[config.mk]
export PLATFORM = sky130hd
export DESIGN_NAME = dmem_uart_tx_mmio
export DESIGN_NICKNAME = d
export VERILOG_FILES = /design/src/rtl/mmio_pkg.sv /design/src/rtl/mmio_byte_fifo.sv /design/src/rtl/dmem_uart_tx_mmio.sv
export SDC_FILE = /design/constraint.sdc
export NUM_CORES = 1
export LEC_CHECK = 0
export CORE_MARGIN = 2
export CORE_UTILIZATION = 50
export DETAILED_ROUTE_END_ITERATION = 8
export GPL_TIMING_DRIVEN = 0
export PLACE_DENSITY = 0.75
export SYNTH_ARGS = -nofsm -noshare
export SYNTH_HDL_FRONTEND = slang
export SYNTH_HIERARCHICAL = 1
export SYNTH_SLANG_ARGS = --single-unit
[constraint.sdc]
create_clock -name clock -period 8.9 [get_ports clock]
set_input_delay 1.78 -clock clock [delete_from_list [all_inputs] [get_ports clock]]
set_output_delay 1.78 -clock clock [all_outputs]
set_load 0.03 [all_outputs]
[src/rtl/mmio_pkg.sv]
// Shared constants and types for the dmem-mapped UART transmitter.
// Default register addresses, status word layout and TX FSM state encoding.
package mmio_pkg;

   localparam logic [11:0] TX_ADDR_DEF     = 12'hFFF;
   localparam logic [11:0] STATUS_ADDR_DEF = 12'hFFE;

   localparam int ST_FULL      = 0;
   localparam int ST_EMPTY     = 1;
   localparam int ST_BUSY      = 2;
   localparam int ST_OVF       = 3;
   localparam int ST_COUNT_LSB = 4;

   typedef enum logic [1:0] {
      IDLE  = 2'd0,
      START = 2'd1,
      DATA  = 2'd2,
      STOP  = 2'd3
   } tx_state_e;

endpackage

[src/rtl/mmio_byte_fifo.sv]
// Show-ahead byte FIFO: dout presents the oldest entry whenever not empty.
// A pop frees a slot in the same edge, so push+pop while full is accepted.
module mmio_byte_fifo #(
   parameter int DEPTH = 16
) (
   input  logic                     clock,
   input  logic                     reset,
   input  logic                     push,
   input  logic [7:0]               din,
   input  logic                     pop,
   output logic [7:0]               dout,
   output logic                     full,
   output logic                     empty,
   output logic [$clog2(DEPTH):0]   count
);

   localparam int AW = $clog2(DEPTH);
   localparam logic [AW:0] FULL_CNT = (AW+1)'(DEPTH);

   logic [7:0]    r_mem [DEPTH];
   logic [AW-1:0] r_wr_ptr;
   logic [AW-1:0] r_rd_ptr;
   logic [AW:0]   r_count;
   logic          w_do_push;
   logic          w_do_pop;

   assign empty     = (r_count == '0);
   assign full      = (r_count == FULL_CNT);
   assign count     = r_count;
   assign dout      = r_mem[r_rd_ptr];
   assign w_do_pop  = pop & ~empty;
   assign w_do_push = push & (~full | w_do_pop);

   // Storage carries no reset; occupancy is governed solely by r_count.
   always_ff @(posedge clock) begin
      if (w_do_push && !reset)
         r_mem[r_wr_ptr] <= din;
   end

   always_ff @(posedge clock) begin
      if (reset) begin
         r_wr_ptr <= '0;
         r_rd_ptr <= '0;
         r_count  <= '0;
      end else begin
         if (w_do_push)
            r_wr_ptr <= r_wr_ptr + 1'b1;
         if (w_do_pop)
            r_rd_ptr <= r_rd_ptr + 1'b1;
         case ({w_do_push, w_do_pop})
            2'b10:   r_count <= r_count + 1'b1;
            2'b01:   r_count <= r_count - 1'b1;
            default: r_count <= r_count;
         endcase
      end
   end

endmodule

[src/rtl/dmem_uart_tx_mmio.sv]
// dmem-side UART transmitter: stores to TX_ADDR queue a byte for 8N1 output,
// STATUS_ADDR reads return a status snapshot with the same 1-cycle latency as RAM.
module dmem_uart_tx_mmio
   import mmio_pkg::*;
#(
   parameter int          CLKS_PER_BIT = 434,
   parameter int          FIFO_DEPTH   = 16,
   parameter logic [11:0] TX_ADDR      = TX_ADDR_DEF,
   parameter logic [11:0] STATUS_ADDR  = STATUS_ADDR_DEF
) (
   input  logic                          clock,
   input  logic                          reset,
   input  logic [11:0]                   address_dmem,
   input  logic [31:0]                   data,
   input  logic                          wren,
   input  logic [31:0]                   q_ram,
   output logic                          dmem_wren,
   output logic [31:0]                   q_dmem,
   output logic                          uart_tx,
   output logic                          tx_busy,
   output logic [$clog2(FIFO_DEPTH):0]   fifo_count
);

   localparam int AW = $clog2(FIFO_DEPTH);
   localparam int CW = (CLKS_PER_BIT > 1) ? $clog2(CLKS_PER_BIT) : 1;
   localparam logic [CW-1:0] BAUD_MAX = CW'(CLKS_PER_BIT - 1);

   if (CLKS_PER_BIT < 2) begin : g_bad_cpb
      $error("CLKS_PER_BIT must be at least 2");
   end
   if (FIFO_DEPTH < 2 || FIFO_DEPTH > 256 || (1 << AW) != FIFO_DEPTH) begin : g_bad_depth
      $error("FIFO_DEPTH must be a power of two in 2..256");
   end

   logic          w_tx_hit;
   logic          w_st_hit;
   logic          w_push_req;
   logic          w_pop;
   logic          w_full;
   logic          w_empty;
   logic [7:0]    w_dout;
   logic [AW:0]   w_count;
   logic          w_ovf_set;
   logic          w_ovf_clr;
   logic [31:0]   w_status;
   logic          w_unused_data;

   tx_state_e     r_state;
   logic [CW-1:0] r_baud;
   logic [2:0]    r_bit;
   logic [7:0]    r_shift;
   logic          r_tx;
   logic          r_busy;
   logic          r_ovf;
   logic          r_sel;
   logic [31:0]   r_status;

   // Address decode and RAM write gating
   assign w_tx_hit      = (address_dmem == TX_ADDR);
   assign w_st_hit      = (address_dmem == STATUS_ADDR);
   assign dmem_wren     = wren & ~(w_tx_hit | w_st_hit);
   assign w_push_req    = wren & w_tx_hit;
   assign w_pop         = (r_state == IDLE) & ~w_empty;
   assign w_ovf_set     = w_push_req & w_full & ~w_pop;
   assign w_ovf_clr     = wren & w_st_hit & data[0];
   assign w_unused_data = ^data[31:8];

   mmio_byte_fifo #(
      .DEPTH (FIFO_DEPTH)
   ) u_fifo (
      .clock (clock),
      .reset (reset),
      .push  (w_push_req),
      .din   (data[7:0]),
      .pop   (w_pop),
      .dout  (w_dout),
      .full  (w_full),
      .empty (w_empty),
      .count (w_count)
   );

   always_comb begin
      w_status                       = '0;
      w_status[ST_FULL]              = w_full;
      w_status[ST_EMPTY]             = w_empty;
      w_status[ST_BUSY]              = r_busy;
      w_status[ST_OVF]               = r_ovf;
      w_status[ST_COUNT_LSB +: AW+1] = w_count;
   end

   // Overflow is sticky; a set on the same edge as a clear wins.
   always_ff @(posedge clock) begin
      if (reset)
         r_ovf <= 1'b0;
      else if (w_ovf_set)
         r_ovf <= 1'b1;
      else if (w_ovf_clr)
         r_ovf <= 1'b0;
   end

   // Read path registered on the dmem edge so latency matches the RAM
   always_ff @(posedge clock) begin
      if (reset) begin
         r_sel    <= 1'b0;
         r_status <= '0;
      end else begin
         r_sel    <= w_st_hit;
         r_status <= w_status;
      end
   end

   assign q_dmem = r_sel ? r_status : q_ram;

   // 8N1 serialiser; uart_tx is presented one cycle ahead from r_shift
   always_ff @(posedge clock) begin
      if (reset) begin
         r_state <= IDLE;
         r_baud  <= '0;
         r_bit   <= '0;
         r_shift <= '0;
         r_tx    <= 1'b1;
         r_busy  <= 1'b0;
      end else begin
         case (r_state)
            IDLE: begin
               if (!w_empty) begin
                  r_shift <= w_dout;
                  r_baud  <= '0;
                  r_tx    <= 1'b0;
                  r_busy  <= 1'b1;
                  r_state <= START;
               end
            end
            START: begin
               if (r_baud == BAUD_MAX) begin
                  r_baud  <= '0;
                  r_bit   <= '0;
                  r_tx    <= r_shift[0];
                  r_state <= DATA;
               end else begin
                  r_baud <= r_baud + 1'b1;
               end
            end
            DATA: begin
               if (r_baud == BAUD_MAX) begin
                  r_baud <= '0;
                  if (r_bit == 3'd7) begin
                     r_tx    <= 1'b1;
                     r_state <= STOP;
                  end else begin
                     r_bit   <= r_bit + 1'b1;
                     r_shift <= r_shift >> 1;
                     r_tx    <= r_shift[1];
                  end
               end else begin
                  r_baud <= r_baud + 1'b1;
               end
            end
            STOP: begin
               if (r_baud == BAUD_MAX) begin
                  r_baud  <= '0;
                  r_busy  <= 1'b0;
                  r_state <= IDLE;
               end else begin
                  r_baud <= r_baud + 1'b1;
               end
            end
            default: begin
               r_tx    <= 1'b1;
               r_busy  <= 1'b0;
               r_state <= IDLE;
            end
         endcase
      end
   end

   assign uart_tx    = r_tx;
   assign tx_busy    = r_busy;
   assign fifo_count = w_count;

endmodule

==> impl_metrics.toml <==
[status]
status = "finished clean"

[floorplanning]
die_area_sq_um = 16800
ioPinCount = 119
coreArea_sq_um = 15300
die_w_microns = 129
die_h_microns = 129
rows = 45
start_util = 0.514

[grt]
grt_use_total = 0.210
grt_max_degree = 20
antenna_found_initial = 0
grt_pass1_wl_microns = 26400
grt_pass1_vias = 5053
overflow = 0

[worst_setup_path]
cpPeakStageDelay_ns = 0.62
crit_chain = "clkdlybuf4s50_1 > nand4_1 > nor3_1 > nor2b_1 > clkdlybuf4s50_1"
crit_slowest_cell = "clkdlybuf4s50_1"
path_depth = 5
end_kind = "output pin"
reg2reg_depth = 13
cp.required_ns = 7.12
path_delay_family = "buffers and inverters"
crit_fanout = 5
crit_arrival_ns = 3.46
start_kind = "primary input"
cpMostUsedCell = "clkdlybuf4s50_1"
path_class = "primary input to output pin"
crit_buf_inv = 2

[sta]
period_minus_slack_ns = 5.24
setup-tns-final_ns = 0
fmax_ghz = 0.191
rsz0062_at_grt = "false"
worstMarginPinSlew_ns = 0.823
setup_viol_count_final = 0
fin_ws_ns = 3.66
hold_viol = 0
fin_skew_ns = 0.0112
maxSlewViolCount = 0
period_share = 0.589
slew_headroom = 0.450

[cts]
cts_max_path_buffers = 2
h-tree-depth = 4
cts_resized = 0
postCtsSetupRepairBufs = 0
clk_latency_ns = 0.43
path_clk_slew_ns = 0.07
root_buffer = "clkbuf_16"
cts_made_buffers = 17
clock_sinks = 180
cts_hold_buf = 0
cts_tree = "built"

[synth]
ys_types = 61
synth_area_sq_um = 7870
synth_edf_count = 128
muxShareOfSynthArea = 0.114
synth_top_family_by_area = "simple AND/OR/NAND/NOR gates"
synth-compound-area-share = 0.0806
synth_common_cells = "edfxtp_1, dfxtp_1, nor2_1, nor2b_1, mux4_2"
synth.most_common_cell = "edfxtp_1"
yosysWarnings = 6
syn-num-nets = 662
synthArstFlopShare = 0
yosys.area_share.adder = 0.0296
synthXorXnorAreaFrac = 0.00668
synth.largest_area_cell = "edfxtp_1"
synth_seq_area_share = 0.621
synth-seq-cells = 180
synth_top_area_frac = 0.489
yosys.area_share.simple = 0.121
syn_inst = 565
netlist_top_cells_area = "edfxtp_1, dfxtp_1, mux4_2"
syn_area_per_cell_sq_um = 13.9
synth_flop_cell = "edfxtp_1"

[cells_and_area]
ff_latch_area_sq_um = 4880
area_delta_synth_final_pct = 22.8
drive_above_1_share = 0.148
fillCellCount = 1162
finalNonFillerCells = 901
nets = 774
diodes = 0
multi_input_comb_area_sq_um = 2760
design_area_sq_um = 9660

[power_and_ir_drop]
p_leak_nw = 3.24
peakVddDrop_v = 0.000170
p_per_area_nw_per_um2 = 218
power_w = 0.00211
p_seq_frac = 0.455
intPower_w = 0.00150
switching_share = 0.289
p_sw_w = 0.000610
clkPwrFrac = 0.358
p_comb_frac = 0.188

[route]
drtIter0Drc = 367
drc = 0
num_vias = 5149
totalWireLength_microns = 16900
dr.pass1.iters = 7
wl_per_cell_microns = 18.8
avgViaCountPerCell = 5.71
antenna_left = 0

[min_path]
hold_path_class = "register to register"
whs_path_depth = 2

[placed_design]
place_ws_ns = 3.65
dpl.hpwl_microns = 11700
place_inst = 869
portBuffers = 93
place_congestion = 0.800
placed_area_sq_um = 9060

[job]
cap_violations = 0
==> state kept, by name, indices dropped and copies added (netlist names), named ones only <==
| signal | flops |
|---|---|
| r_sel | 1 |
| r_shift | 8 |
| u_fifo/r_wr_ptr | 4 |
| r_bit | 3 |
| r_state | 2 |
| u_fifo/r_mem | 128 |
| u_fifo/count | 5 |
| u_fifo/r_rd_ptr | 4 |
| r_status | 9 |
| r_ovf | 1 |
| r_baud | 9 |
| tx_busy | 1 |
| uart_tx | 1 |
==> per-stage QoR <==
stage                     utilization  hold slack (ns)
after floorplan                     -            0.428
after global placement          0.592            0.443
after detailed placement        0.592            0.446
after CTS                       0.631            0.456
after global routing            0.631            0.467
final                           0.631            0.456
==> cells in the final DEF, fill, tap and decap left out, drive strengths merged, types with 4 or more instances in the layout <==
| master | netlist | routed |
|---|---|---|
| edfxtp | 128 | 128 |
| clkdlybuf4s50 | 0 | 93 |
| dfxtp | 52 | 52 |
| nor2 | 47 | 47 |
| nor2b | 39 | 39 |
| clkbuf | 20 | 37 |
| mux4 | 32 | 32 |
| nand2 | 30 | 30 |
| inv | 14 | 26 |
| a22oi | 18 | 18 |
| ha | 17 | 17 |
| a21oi | 15 | 15 |
| o21ai | 14 | 14 |
| nor3 | 14 | 14 |
| buf | 13 | 13 |
| nand3 | 12 | 12 |
| mux2 | 10 | 10 |
| a211oi | 9 | 9 |
| o221ai | 7 | 7 |
| mux2i | 6 | 6 |
| o211ai | 6 | 6 |
| nand4 | 5 | 5 |
| or2 | 4 | 4 |
| a31oi | 4 | 4 |
| o21a | 4 | 4 |
| xor2 | 4 | 4 |
==> cell families (layout without fill, tap and decap cells) <==
logic type,Yosys count,in the layout
fa+ha+maj,18,18
simple gates,179,179
buf+inv,48,173
xor+xnor,6,6
flops,180,180
mux,48,48
compound gates,86,86
==> worst min-delay path: cells and delay by family, from the launching register on <==
family | cells | cell delay, ns
simple gates | 1 | 0.05
flops | 1 | 0.30
buf+inv | 1 | 0.06
==> final timing paths <==
| check | startpoint | to | slack (ns) |
|---|---|---|---|
| worst min-delay path | r_ovf | r_status[3] | 0.46 |
| worst max register to register | u_fifo/count[0] | u_fifo/count[4] | 5.16 |
| worst min register to register | r_ovf | r_status[3] | 0.46 |
| worst max-delay path | address_dmem[5] | dmem_wren | 3.66 |
==> layout make-up <==
type | instances | area share
plain buffers | 33 | 0.0168
clock buffers | 17 | 0.0440
clock inverters | 15 | 0.0180
inverters | 15 | 0.00583
multi-input cells | 337 | 0.286
flip-flops and latches | 180 | 0.506
well taps | 211 | 0.0273
repair buffers | 93 | 0.0963
==> layer usage <==
layer,part of all wire,wire [microns],GRT usage
met3,0.062,1050,0.0491
met5,0,0,0
met1,0.42,7110,0.273
met2,0.50,8540,0.356
met4,0.013,225,0.0633
==> power groups by stage <==
stage | registers, W | logic [W] | clock network (W)
floorplan | 0.000983 | 0.000259 | 0
global placement | 0.000974 | 0.000381 | 0
global route | 0.000962 | 0.000433 | 0.000795
CTS | 0.000958 | 0.000395 | 0.000766
detailed placement | 0.000976 | 0.000392 | 0
finish | 0.000958 | 0.000395 | 0.000754
Note: power is estimated with default switching activity, not from simulation.
